[config.mk]
export PLATFORM = sky130hd
export DESIGN_NAME = twiddle_gen_ctrl
export DESIGN_NICKNAME = d
export VERILOG_FILES = /design/src/rtl/twiddle_gen_ctrl.sv
export SDC_FILE = /design/constraint.sdc
export NUM_CORES = 1
export LEC_CHECK = 0
export BUFFER_PORTS_ARGS = -buffer_cell sky130_fd_sc_hd__buf_2
export CAP_MARGIN = 20
export CORE_AREA = 10 10 180 182
export CTS_BUF_LIST = sky130_fd_sc_hd__clkbuf_4 sky130_fd_sc_hd__clkbuf_8
export DETAILED_ROUTE_END_ITERATION = 6
export DIE_AREA = 0 0 190 192
export PLACE_DENSITY_LB_ADDON = 0.15
export SYNTH_ARGS = -nofsm -noshare
export SYNTH_HDL_FRONTEND = slang
export SYNTH_SLANG_ARGS = --single-unit
[constraint.sdc]
create_clock -name clk -period 3.8 [get_ports clk]
set_input_delay 0.19 -clock clk [delete_from_list [all_inputs] [get_ports clk]]
set_output_delay 0.19 -clock clk [all_outputs]
set_load 0.01 [all_outputs]
[src/rtl/twiddle_gen_ctrl.sv]
// ---------------------------------------------------------------------------
// twiddle_gen_ctrl
//
// Fills the NTT twiddle-factor table for a transform of length N = 2^log_n
// by driving a shared external modular multiplier, one operation at a time.
//
//   1. Derive the stage root w = root^(2^(LOG_MAX-log_n)) mod p by squaring
//      the supplied primitive 2^LOG_MAX-th root (LOG_MAX-log_n) times.
//   2. Write w^0 .. w^(N/2-1) to the table, one entry per multiplier result.
//
// All arithmetic happens in the multiplier; this block only sequences it.
//
// Optional build macro:
//   TWID_TIMEOUT_EN - when defined, a wait for mm_done longer than TIMEOUT
//                     cycles aborts the job with an err pulse. When not
//                     defined, the wait states wait indefinitely and the
//                     TIMEOUT parameter does not exist.
//
// Ports:
//   clk      in   clock
//   rst      in   synchronous reset, active-high (aborts silently)
//   start    in   one-cycle job request, accepted only when idle
//   log_n    in   requested log2(N), sampled with start
//   root     in   primitive 2^LOG_MAX-th root of unity mod p, sampled with start
//   modulus  in   p, sampled with start
//   busy     out  high from the cycle after acceptance until done/err
//   done     out  one-cycle pulse, table complete
//   err      out  one-cycle pulse, request rejected (or aborted on timeout)
//   mm_go    out  one-cycle multiplier issue strobe
//   mm_a     out  multiplier operand a (held until mm_done)
//   mm_b     out  multiplier operand b (held until mm_done)
//   mm_mod   out  latched modulus
//   mm_done  in   one-cycle multiplier result strobe, latency >= 1
//   mm_res   in   (mm_a*mm_b) mod p, valid with mm_done
//   wr_en    out  table write strobe
//   wr_addr  out  table address
//   wr_data  out  table data
// ---------------------------------------------------------------------------
module twiddle_gen_ctrl #(
  parameter int W       = 64,
  parameter int LOG_MAX = 6,
  parameter int ADDR_W  = (LOG_MAX > 2) ? LOG_MAX - 1 : 1,
  localparam int LOGN_W = $clog2(LOG_MAX + 1)
`ifdef TWID_TIMEOUT_EN
  , parameter int TIMEOUT = 64
`endif
) (
  input  logic              clk,
  input  logic              rst,
  input  logic              start,
  input  logic [LOGN_W-1:0] log_n,
  input  logic [W-1:0]      root,
  input  logic [W-1:0]      modulus,
  output logic              busy,
  output logic              done,
  output logic              err,
  output logic              mm_go,
  output logic [W-1:0]      mm_a,
  output logic [W-1:0]      mm_b,
  output logic [W-1:0]      mm_mod,
  input  logic              mm_done,
  input  logic [W-1:0]      mm_res,
  output logic              wr_en,
  output logic [ADDR_W-1:0] wr_addr,
  output logic [W-1:0]      wr_data
);

  typedef enum logic [2:0] {
    IDLE,
    SQ_ISSUE,
    SQ_WAIT,
    WR0,
    MUL_ISSUE,
    MUL_WAIT,
    FIN
  } state_t;

  state_t              r_state;
  logic [W-1:0]        r_w;       // current root; becomes the stage root after squaring
  logic [W-1:0]        r_cur;     // last power of w written to the table
  logic [ADDR_W-1:0]   r_idx;     // table address of the next product
  logic [LOGN_W-1:0]   r_sq_cnt;  // squarings still to perform
  logic [LOGN_W-1:0]   r_log_n;

`ifdef TWID_TIMEOUT_EN
  localparam int TO_W = $clog2(TIMEOUT + 1);
  logic [TO_W-1:0]     r_to_cnt;
`endif

  // N/2 is built one bit wider than the address so that log_n == LOG_MAX
  // (N/2 == 2^ADDR_W) does not overflow; the last index is N/2-1.
  logic [ADDR_W:0]     w_half;
  logic [ADDR_W-1:0]   w_last_idx;
  logic                w_log_n_bad;

  assign w_half      = {{ADDR_W{1'b0}}, 1'b1} << (r_log_n - LOGN_W'(1));
  assign w_last_idx  = w_half[ADDR_W-1:0] - ADDR_W'(1);
  assign w_log_n_bad = (log_n == '0) || (log_n > LOGN_W'(LOG_MAX));

  always_ff @(posedge clk) begin
    if (rst) begin
      r_state  <= IDLE;
      r_w      <= '0;
      r_cur    <= '0;
      r_idx    <= '0;
      r_sq_cnt <= '0;
      r_log_n  <= '0;
      busy     <= 1'b0;
      done     <= 1'b0;
      err      <= 1'b0;
      mm_go    <= 1'b0;
      mm_a     <= '0;
      mm_b     <= '0;
      mm_mod   <= '0;
      wr_en    <= 1'b0;
      wr_addr  <= '0;
      wr_data  <= '0;
`ifdef TWID_TIMEOUT_EN
      r_to_cnt <= '0;
`endif
    end else begin
      // Strobes default low so each assertion below is a single-cycle pulse.
      done  <= 1'b0;
      err   <= 1'b0;
      mm_go <= 1'b0;
      wr_en <= 1'b0;

      case (r_state)
        IDLE: begin
          if (start) begin
            r_w      <= root;
            mm_mod   <= modulus;
            r_log_n  <= log_n;
            r_sq_cnt <= LOGN_W'(LOG_MAX) - log_n;
            if (w_log_n_bad) begin
              err <= 1'b1;
            end else begin
              busy    <= 1'b1;
              r_state <= (log_n == LOGN_W'(LOG_MAX)) ? WR0 : SQ_ISSUE;
            end
          end
        end

        SQ_ISSUE: begin
          mm_go   <= 1'b1;
          mm_a    <= r_w;
          mm_b    <= r_w;
`ifdef TWID_TIMEOUT_EN
          r_to_cnt <= '0;
`endif
          r_state <= SQ_WAIT;
        end

        SQ_WAIT: begin
          if (mm_done) begin
            r_w      <= mm_res;
            r_sq_cnt <= r_sq_cnt - LOGN_W'(1);
            r_state  <= (r_sq_cnt == LOGN_W'(1)) ? WR0 : SQ_ISSUE;
          end
`ifdef TWID_TIMEOUT_EN
          else if (r_to_cnt == TO_W'(TIMEOUT - 1)) begin
            err     <= 1'b1;
            busy    <= 1'b0;
            r_state <= IDLE;
          end else begin
            r_to_cnt <= r_to_cnt + TO_W'(1);
          end
`endif
        end

        WR0: begin
          // w^0 = 1 needs no multiplication.
          wr_en   <= 1'b1;
          wr_addr <= '0;
          wr_data <= W'(1);
          r_cur   <= W'(1);
          r_idx   <= ADDR_W'(1);
          r_state <= (r_log_n == LOGN_W'(1)) ? FIN : MUL_ISSUE;
        end

        MUL_ISSUE: begin
          mm_go   <= 1'b1;
          mm_a    <= r_cur;
          mm_b    <= r_w;
`ifdef TWID_TIMEOUT_EN
          r_to_cnt <= '0;
`endif
          r_state <= MUL_WAIT;
        end

        MUL_WAIT: begin
          if (mm_done) begin
            // Result is registered into the write port, so the table write
            // lands one cycle after mm_done.
            wr_en   <= 1'b1;
            wr_addr <= r_idx;
            wr_data <= mm_res;
            r_cur   <= mm_res;
            r_idx   <= r_idx + ADDR_W'(1);
            r_state <= (r_idx == w_last_idx) ? FIN : MUL_ISSUE;
          end
`ifdef TWID_TIMEOUT_EN
          else if (r_to_cnt == TO_W'(TIMEOUT - 1)) begin
            err     <= 1'b1;
            busy    <= 1'b0;
            r_state <= IDLE;
          end else begin
            r_to_cnt <= r_to_cnt + TO_W'(1);
          end
`endif
        end

        FIN: begin
          done    <= 1'b1;
          busy    <= 1'b0;
          r_state <= IDLE;
        end

        default: begin
          busy    <= 1'b0;
          r_state <= IDLE;
        end
      endcase
    end
  end

endmodule

* After elaboration in Yosys (flattened, before gate mapping)
Cells that the tools add are included.
Cells by class: magnitude comparators 1, reduce and logical (&&, ||, !) cells 14, bitwise logic cells 3, shifts and indexed selects 1, equal/unequal tests 14, multiplexer cells 29, $add $sub $neg 5
Operators by type and width (number):
- 64-bit one-hot mux with 2 select lines | 3
- 64-bit 2-to-1 mux | 2
- 5-bit one-hot mux with 2 select lines | 2
- 3-bit 2-to-1 mux | 6
- 3-bit one-hot mux with 6 select lines | 1
- 3-bit equality test (second input constant) | 4
- 5-bit 2-to-1 mux | 2
- 3-bit by 1-bit equality test with 1-bit output (second input constant) | 3
- 2-bit 2-to-1 mux | 4
- 2-bit != test (second input constant) | 4
- 3-bit by 2-bit equality test with 1-bit output (second input constant) | 2
- 3-bit zero test | 2
- 1-bit 2-to-1 mux | 6
- 3-bit one-hot mux with 2 select lines | 1
- 3-bit AND reduction | 2
- 2-bit nonzero test | 3
- 3-bit by 1-bit subtractor with 3-bit output (second input constant) | 2
- 5-bit by 1-bit adder with 5-bit output (second input constant) | 1
- 5-bit equality test | 1
- 5-bit OR reduction | 1
- 1-bit by 3-bit left shift with 5-bit output (first input constant) | 1
- 5-bit by 1-bit subtractor with 5-bit output (second input constant) | 1
- 1-bit one-hot mux with 2 select lines | 2
- 2-bit AND reduction | 2
- 7 further kinds | 9
Word-level totals: logic and storage cells 82, bits in registers 344

* Logic depth before layout (Yosys ltp)
Gate-level depths: netlist of the first run.
word-level depth 7, mapped depth 9, mapped depth without buffers 8

* Worst setup path before layout of the first run
Ideal clock, no wire load.
kind register to register, start register r_log_n[0], end register r_state[1], arrival 2142 ps, cell stages (with the launch flop) 8, required time 3678 ps, path slack 1536 ps, cells stage by stage dfxtp_1 or3b_2 ha_1 or3b_2 a21o_1 a31o_2 o2111ai_1 a21oi_1
On the way: word-level cells in the longest chain between the ends 7, elaborated cells on any way between the ends 9, classes of those cells add/sub: 2; eq/ne: 2; shift: 1; mux: 4
Ends and longest elaborated chain:
- start, declared | line 83 | logic [LOGN_W-1:0] r_log_n;
- start signal, assigned | line 133 | r_log_n <= log_n;
- 3-bit by 1-bit subtractor with 3-bit output | line 96 | assign w_half = {{ADDR_W{1'b0}}, 1'b1} << (r_log_n - LOGN_W'(1));
- 1-bit by 3-bit left shift with 5-bit output | line 96
- 5-bit by 1-bit subtractor with 5-bit output | line 97 | assign w_last_idx = w_half[ADDR_W-1:0] - ADDR_W'(1);
- 5-bit equality test | line 200 | r_state <= (r_idx == w_last_idx) ? FIN : MUL_ISSUE;
- 2-bit 2-to-1 mux | line 200
- 3-bit 2-to-1 mux | line 192 | if (mm_done) begin
- 3-bit one-hot mux with 6 select lines (*) | line 128 | case (r_state)
- end signal, assigned | line 139 | r_state <= (log_n == LOGN_W'(LOG_MAX)) ? WR0 : SQ_ISSUE;
- end signal, assigned | line 158 | r_state <= (r_sq_cnt == LOGN_W'(1)) ? WR0 : SQ_ISSUE;
- end signal, assigned | line 200
- end, declared | line 78 | state_t r_state;
Mark *: on every way between the ends. The rest lies on a longest branch, timed or not. The select of a mux whose other input is x is not followed. A chain may end at the register's enable or synchronous reset.

* Worst setup path in the final report of the first run
start register r_state[1], end register r_w[30]
On the way: word-level cells in the longest chain between the ends 3, elaborated cells on any way between the ends 7, classes of those cells eq/ne: 3; mux: 1; reduce/logical: 3
Ends and longest elaborated chain:
- start signal, assigned | line 139
- start signal, assigned | line 158
- start signal, assigned | line 178 | r_state <= (r_log_n == LOGN_W'(1)) ? FIN : MUL_ISSUE;
- 3-bit by 2-bit equality test with 1-bit output or 3-bit zero test (tied branches) | line 128
- 2-bit != test (no source line) or 2-bit nonzero test (tied branches)
- 3-bit AND reduction (no source line)
- end signal, assigned | line 131 | r_w <= root;
- end signal, assigned | line 156 | r_w <= mm_res;
- end, declared | line 79 | logic [W-1:0] r_w;
Parallel ways exist; a longest one is shown, timed or not.

==> impl_metrics.toml, run 1 <==
[drt]
drt_iter0_drc = 875
dr.pass1.iters = 5
wire_per_inst_um = 19.3
drt_wl_total_um = 50500
antenna_left = 0
drc = 0
vias = 14100
routed_via_density = 5.37

[setup_path]
end_kind = "register"
r2r_cells = 6
worstPathRequired_ns = 4.32
worstPathArrival_ns = 3.48
startpoint_type = "register"
cpPeakStageDelay_ns = 0.67
critical_path.max_fanout = 70
cpMaxStageDelayCell = "dfxtp_1"
crit_type = "register to register"
crit_chain = "mux2i_1 -> nor3_4 -> buf_12 -> nor2_1 -> a311oi_1 -> dlygate4sd3_1"

[synthesis]
syn_inst = 1571
ys_types = 43
synth_largest_area_cell = "dfxtp_1"
synth_top_area_share_pct = 51.9
ys_seq_area_share_pct = 51.9
synth_edf_count = 0
synthArstFlopShare_pct = 0
synth_area_leaders = "dfxtp_1, nand2_1, nor2_1"
syn_area_mm2 = 0.0133
synth-main-ff-cell = "dfxtp_1"
ys_ff_latch = 344
syn_nets = 1777
syn_area_per_cell_um2 = 8.45
yosys_warnings = 0

[clocking]
cts_tree = "done"
numCtsBuffers = 56
cts_setup_buffers = 0
clockBufferDepth = 3
clkTransAtPathRegs_ns = 0.06
htree_levels = 2
clock_latency_ns = 0.59
cts.sinks = 344
clock-root-buffer = "clkbuf_8"

[timing]
fin_hold_ws_ns = 0.0473
fin_skew_ns = 0.0120
post-route-min-period_ns = 2.96
slew_viol_final = 0
worstMarginPinSlew_ns = 1.01
relSlewSlack_pct = 32.8
fmax_mhz = 338
setup_viol = 0
fin_setup_tns_ns = 0
finalCritPeriodShare_pct = 77.8
rsz0062_at_grt = "false"
hold_violations = 0

[grt]
grt_max_degree = 134
grt_overflow = 0
grt_pass1_vias = 14100
grtUsageTotal_pct = 26.2
antenna_found_initial = 6
grt_pass1_wl_um = 77800

[place]
dp.cells = 2299
dp_hpwl_um = 32000
place_congestion = 0.832
io_buffers = 464

[pwr]
p_total_mw = 8.98
p_leak_nw = 8.25
vdd_ir_drop_max_mv = 0.334
powerDensity_mw_per_mm2 = 470

[status]
status = "completed"

[finish]
drive_above_1_share_pct = 26.6
final_cells = 2616
syn_to_final_growth_pct = 43.9
final_core_util_pct = 66.8
finish.net_count = 2395
n_fill_cell = 2301

[die]
num_io_pins = 465
fp.dieArea_mm2 = 0.0365
num_rows = 62
fp.dieH_um = 192
coreArea_mm2 = 0.0286
start_util_pct = 46.4
die_w_um = 190

[job]
maxCapViolations = 0

[min_path]
worstHoldPathType = "input port to register"
whs_path_depth = 4
-- cell type report --
class | count | area [um^2] | share of cell area [%]
Sequential cell | 344 | 6890 | 36.0
Multi-Input combinational cell | 1081 | 5790 | 30.3
Timing Repair Buffer | 698 | 4720 | 24.7
Clock buffer | 89 | 1110 | 5.82
Tap cell | 384 | 480 | 2.51
Clock inverter | 7 | 90.1 | 0.471
Inverter | 8 | 30.0 | 0.157
Antenna cell | 5 | 12.5 | 0.0655
-- power by group --
part / switching, mW / internal (mW) / total, mW
sequential: 0.185 / 3.87 / 4.06
clock: 1.46 / 1.97 / 3.43
combinational: 0.849 / 0.643 / 1.49
total: 2.49 / 6.49 / 8.98
-- registers in the layout (all words and copies together) (netlist names) --
name      count
mm_a         64
mm_b         64
mm_mod       64
r_cur        64
r_w          64
r_idx         5
wr_addr       5
r_log_n       3
r_sq_cnt      3
r_state       3
busy          1
done          1
err           1
mm_go         1
wr_en         1
-- Yosys cell counts, types with 2 or more instances --
cell	instances
a211oi_1	65
a21o_1	2
a21oi_1	140
a22oi_1	69
a311oi_1	64
a31oi_1	3
and2_1	2
buf_1	2
buf_2	49
buf_4	11
clkbuf_1	76
dfxtp_1	344
ha_1	7
inv_1	8
mux2i_1	67
nand2_1	400
nand2b_1	4
nand3_1	5
nand4_1	3
nor2_1	208
nor2b_1	4
nor3_1	5
nor4b_1	2
o21ai_0	5
or3b_2	2
xnor2_1	4
xor2_1	4
-- critical path, delay by kind of cell (launching register included) --
kind | cells | cell delay, ns
AOI/OAI and AO/OA | 1 | 0.27
buffers and inverters | 2 | 0.97
DFF | 1 | 0.67
muxes | 1 | 0.20
and+or+nand+nor | 2 | 0.73
-- timing repair --
action                                  in CTS  in global routing
hold buffers                               216                  0
gates resized for setup                      0                  0
endpoints found under the hold margin      197                  0
endpoints found under the setup margin       0                  0
-- final timing paths --
| path | start | end | slack (ns) |
|---|---|---|---|
| setup reg to reg | r_state[1] | r_w[30] | 0.84 |
| hold / removal | mm_done | r_state[0] | 0.05 |
| setup / recovery | r_state[1] | r_w[30] | 0.84 |
| hold reg to reg | mm_mod[52] | mm_mod[52] | 0.45 |
-- kinds of logic (layout without fill, tap and decap cells) --
| logic type | count (synthesis) | after routing | synth area share, % |
|---|---|---|---|
| other | 0 | 5 | 0 |
| xor gates and xnor gates | 8 | 8 | 0.528 |
| DFF | 344 | 344 | 51.9 |
| AOI/OAI and AO/OA | 357 | 357 | 18.1 |
| buffers and inverters | 146 | 802 | 4.90 |
| adders and majority gates | 7 | 7 | 0.659 |
| muxes | 68 | 68 | 5.13 |
| and+or+nand+nor | 641 | 641 | 18.8 |
-- routing by layer --
layer	global-route usage (%)	part of all wire, %
met3	8.52	9.4
met2	43.6	47
met1	29.6	39
met5	0	0.020
met4	13.3	4.6
-- placed cells by master (no fill, tap or decap), types with 3 or more instances in the layout --
master | Yosys | routed
clkbuf_8 | 0 | 71
clkinv_2 | 0 | 3
nor2_1 | 208 | 207
nand2_1 | 400 | 398
buf_2 | 49 | 463
a22oi_1 | 69 | 69
inv_1 | 8 | 8
diode_2 | 0 | 5
nand2b_1 | 4 | 3
nor2b_1 | 4 | 3
ha_1 | 7 | 7
nor3_1 | 5 | 5
nand4_1 | 3 | 3
mux2i_1 | 67 | 67
clkbuf_4 | 0 | 18
a31oi_1 | 3 | 3
nand3_1 | 5 | 5
a21oi_1 | 140 | 140
buf_4 | 11 | 11
a311oi_1 | 64 | 64
a211oi_1 | 65 | 65
xor2_1 | 4 | 4
xnor2_1 | 4 | 4
dlygate4sd3_1 | 0 | 216
o21ai_0 | 5 | 5
dfxtp_1 | 344 | 344
buf_12 | 0 | 7
-- through the flow --
| stage | setup WS [ns] | instance area, um^2 |
|---|---|---|
| 2_1_floorplan | 1.54 | 13300 |
| 3_3_place_gp | 1.36 | 15700 |
| 3_5_place_dp | 1.31 | 15700 |
| 4_1_cts | 0.902 | 19100 |
| 5_1_grt | 0.560 | 19100 |
| 6_report | 0.844 | 19100 |
Note: power is estimated with default switching activity, not from simulation.
==> inputs of run 2 (changes only) <==
clock period = 2.43 ns   (was 3.8 ns; I/O delays follow)
==> run 2 against run 1 <==
Maximum frequency up 28%. Critical path depth unchanged. Final area up 0.99%.
==> impl_metrics.toml, run 2 (synthesis results as in run 1) <==
[die]
fp.dieH_um = 192
num_rows = 62
num_io_pins = 465
die_w_um = 190
fp.dieArea_mm2 = 0.0365
start_util_pct = 46.4
coreArea_mm2 = 0.0286

[finish]
drive_above_1_share_pct = 27.4
final_area_mm2 = 0.0193
finish.net_count = 2410
syn_to_final_growth_pct = 45.4
n_fill_cell = 2317
layout_commonest_cell = "buf_2"
final_cell_mix = "buf_2, nand2_1, dfxtp_1"

[grt]
grtUsageTotal_pct = 26.1
grt_max_degree = 86
grt_pass1_vias = 14000
grt_pass1_wl_um = 77200
grt_overflow = 0
antenna_found_initial = 1

[clocking]
clkTransAtPathRegs_ns = 0.06
htree_levels = 2
clock_latency_ns = 0.57
numCtsBuffers = 55
cts_tree = "done"
clockBufferDepth = 3
clock-root-buffer = "clkbuf_8"
cts_setup_buffers = 0
cts.sinks = 344

[drt]
routed_via_density = 5.33
vias = 14000
dr.pass1.iters = 5
drt_iter0_drc = 908
antenna_left = 0
drt_wl_total_um = 50200
drc = 0
wire_per_inst_um = 19.1

[setup_path]
worstPathArrival_ns = 2.82
worstPathRequired_ns = 2.93
crit_type = "register to register"
critical_path.max_fanout = 36
startpoint_type = "register"
end_kind = "register"

[pwr]
vdd_ir_drop_max_mv = 0.566
power_frac_seq_pct = 45.4
pwr-share-comb_pct = 17.1
intPower_mw = 10.1
power.switching_mw = 3.82
p_total_mw = 13.9
clockPowerShare_pct = 37.5
p_leak_nw = 8.37
powerDensity_mw_per_mm2 = 721
switching_share_pct = 27.4

[timing]
fin_hold_ws_ns = 0.335
post-route-min-period_ns = 2.32
finalWorstSetupSlack_ns = 0.113
worstMarginPinSlew_ns = 0.729
relSlewSlack_pct = 51.4
slew_viol_final = 0
finalCritPeriodShare_pct = 95.4
fin_setup_tns_ns = 0
fin_skew_ns = 0.0168
setup_viol = 0
rsz0062_at_grt = "false"
fmax_mhz = 432
hold_violations = 0

[place]
io_buffers = 464
dp_worst_setup_slack_ns = 0.267
dp_hpwl_um = 32000
postPlaceCellArea_mm2 = 0.0159
place_congestion = 0.840

[job]
maxCapViolations = 0

[min_path]
worstHoldPathType = "input port to register"

[status]
status = "completed"
==> run 2: final timing paths <==
kind	start	end	slack, ns	cells past startpoint
hold reg to reg	mm_b[32]	mm_b[32]	0.45	2
setup / recovery	r_state[0]	r_w[56]	0.11	6
setup reg to reg	r_state[0]	r_w[56]	0.11	6
hold / removal	modulus[3]	mm_mod[3]	0.34	4
==> run 2: per-stage QoR <==
stage,std cells,util (%)
floorplan,1571,-
global placement,2316,55.7
detailed placement,2316,55.7
CTS,2630,67.3
global route,2632,67.4
finish,2633,67.4
==> run 2: what timing repair did <==
action                                 4_1_cts  5_1_grt
endpoints found under the hold margin      200        0
hold buffers                               214        0
resized for setup                            0        6
setup endpoints to repair                    0       17
==> run 2: routing by layer <==
layer  vias up  routed length, um  track usage [%]
li1       6685                  -                -
met1      6580              19200             29.5
met2       629              24100             43.3
met3       148               4670             8.31
met4         0               2350             13.6
met5         -                  0                0
==> run 2: critical path: stages, from the launching register on <==
cell and delay, ns:
dfxtp_1 0.43, buf_4 0.23, nor3_4 0.30, clkbuf_16 0.33, nor2_1 0.07, a311oi_1 0.28
dlygate4sd3_1 0.58
==> run 2: final cells by class <==
| class | instances | area (um^2) | share of cell area, % |
|---|---|---|---|
| flip-flops and latches | 344 | 6890 | 35.7 |
| multi-input cells | 1081 | 5790 | 30.0 |
| repair buffers | 714 | 4920 | 25.5 |
| clock buffers | 100 | 1190 | 6.16 |
| well taps | 384 | 480 | 2.49 |
| inverters | 8 | 30.0 | 0.156 |
| diodes | 2 | 5.00 | 0.0259 |
==> run 2: power by group through the flow <==
stage | logic (mW) | registers, mW | clock network (mW)
after floorplan | 1.12 | 6.50 | 0
after global placement | 2.02 | 6.42 | 0
after detailed placement | 2.05 | 6.43 | 0
after CTS | 2.34 | 6.31 | 5.32
after global routing | 2.63 | 6.37 | 5.55
final | 2.38 | 6.32 | 5.22
==> inputs of run 3 (changes only) <==
==> constraint.sdc (replaced) <==
create_clock -name clk -period 2.43 [get_ports clk]
set_input_delay 0.3645 -clock clk [delete_from_list [all_inputs] [get_ports clk]]
set_output_delay 0.3645 -clock clk [all_outputs]
set_load 0.01 [all_outputs]
==> run 3 against run 2 <==
Global-route usage fell by 2.1 points. Setup slack improved by 0.15 ns. Sequential power barely moved. Die area did not move. Flip-flop and latch count did not move. Final area fell by 9.6%. Clock skew rose by 0.0015 ns. Combinational power fell by 13%. Maximum frequency rose by 7.2%. Final cell count fell by 7.0%. Critical endpoint is now r_state[1]. Largest cell class unchanged. Highest routed layer is now met5.
==> impl_metrics.toml, run 3 (synthesis results as in run 1) <==
[drt]
wl_met2_um = 22500
wl_met3_um = 4530
vias = 12900
antenna_left = 0
drt_wl_total_um = 46200
met1_length_um = 18000
drt_iter0_drc = 878
wire_per_inst_um = 18.9
drc = 0
dr.pass1.iters = 5
highest_layer = "met5"
routed_via_density = 5.28

[setup_path]
rrSetupSlack_ns = 0.27
r2r_cells = 7
worstPathRequired_ns = 2.88
reg2reg_from = "r_log_n[2]"
reg2reg_to = "r_state[1]"
worstPathArrival_ns = 2.61
crit_type = "register to register"
end_kind = "register"
startpoint_type = "register"
critical_path.max_fanout = 2

[place]
io_buffers = 464
postPlaceCellArea_mm2 = 0.0159
dp_hpwl_um = 31700
dp_worst_setup_slack_ns = 0.289
dp.cells = 2311
place_congestion = 0.833

[clocking]
hold_buffers = 34
cts.sinks = 344
clkTransAtPathRegs_ns = 0.06
cts_tree = "done"
htree_levels = 2
clockBufferDepth = 3
clock-root-buffer = "clkbuf_8"
cts_setup_buffers = 0
ctsResizeCount = 0
numCtsBuffers = 56
clock_latency_ns = 0.58

[min_path]
whs_path_depth = 3
holdPathEnd = "mm_mod[56]"
worstHoldPathType = "input port to register"
hold_start = "modulus[56]"

[pwr]
vdd_ir_drop_max_mv = 0.512
p_total_mw = 13.6
powerDensity_mw_per_mm2 = 781
p_leak_nw = 7.55

[timing]
setup_viol = 0
rsz0062_at_grt = "false"
fin_setup_tns_ns = 0
fin_skew_ns = 0.0184
worstMarginPinSlew_ns = 0.706
slew_viol_final = 0
post-route-min-period_ns = 2.16
finalWorstSetupSlack_ns = 0.268
relSlewSlack_pct = 52.9
finalCritPeriodShare_pct = 89.0
hold_violations = 0
fmax_mhz = 462
fin_hold_ws_ns = 0.0275

[finish]
layout_commonest_cell = "buf_2"
syn_to_final_growth_pct = 31.4
final_core_util_pct = 61.0
finish.net_count = 2225
drive_above_1_share_pct = 29.5
final_cells = 2450
final_area_mm2 = 0.0175
n_fill_cell = 2610
multi_input_area_mm2 = 0.00579
final_cell_mix = "buf_2, nand2_1, dfxtp_1"
register_area_mm2 = 0.00689

[grt]
antenna_found_initial = 7
grt_pass1_vias = 12800
grt_max_degree = 117
grt_overflow = 0
grtUsageTotal_pct = 23.9
grt_pass1_wl_um = 70800

[status]
status = "completed"

[die]
num_rows = 62
num_io_pins = 465
coreArea_mm2 = 0.0286
fp.dieArea_mm2 = 0.0365
start_util_pct = 46.4
die_w_um = 190
fp.dieH_um = 192

[job]
maxCapViolations = 0
run 3: cell types whose count changed in the layout (fill, tap and decap cells not counted), sizes merged:
| cell | before | now |
|---|---|---|
| clkbuf | 101 | 97 |
| diode | 2 | 5 |
| dlygate4sd3 | 214 | 34 |
| buf | 499 | 494 |
| clkinv | 0 | 3 |
run 3: worst max-delay path by stage:
stage / start / endpoint / cells after the start
floorplan: r_log_n[0] / r_state[1] / 7
global placement: r_log_n[2] / r_state[1] / 7
detailed placement: r_log_n[2] / r_state[1] / 7
CTS: r_log_n[2] / r_state[1] / 7
global route: r_log_n[2] / r_state[1] / 7
finish: r_log_n[2] / r_state[1] / 7
run 3: power by group:
group	total, mW	switching (mW)	internal [mW]
Combinational	2.08	1.27	0.816
Clock	5.24	2.22	3.02
Sequential	6.32	0.259	6.06
Total	13.6	3.75	9.89
run 3: critical path, cell delays in order (launching register included):
cell and delay (ns):
dfxtp_1 0.31, or3b_2 0.48, ha_1 0.22, or3b_2 0.45, a21o_1 0.17, a31o_2 0.22
o2111ai_1 0.09, a21oi_1 0.08
run 3: layout make-up:
| type | instances | area share (%) |
|---|---|---|
| diodes | 5 | 0.0717 |
| clock buffers | 97 | 6.75 |
| flip-flops and latches | 344 | 39.5 |
| well taps | 384 | 2.75 |
| multi-input cells | 1081 | 33.2 |
| inverters | 8 | 0.172 |
| repair buffers | 528 | 17.5 |
| clock inverters | 3 | 0.0860 |
run 3: per-layer routing:
layer / global-route usage, % / vias up
li1: - / 6296
met1: 27.5 / 6055
met2: 40.7 / 516
met3: 8.18 / 77
met4: 8.18 / 4
met5: 0 / -
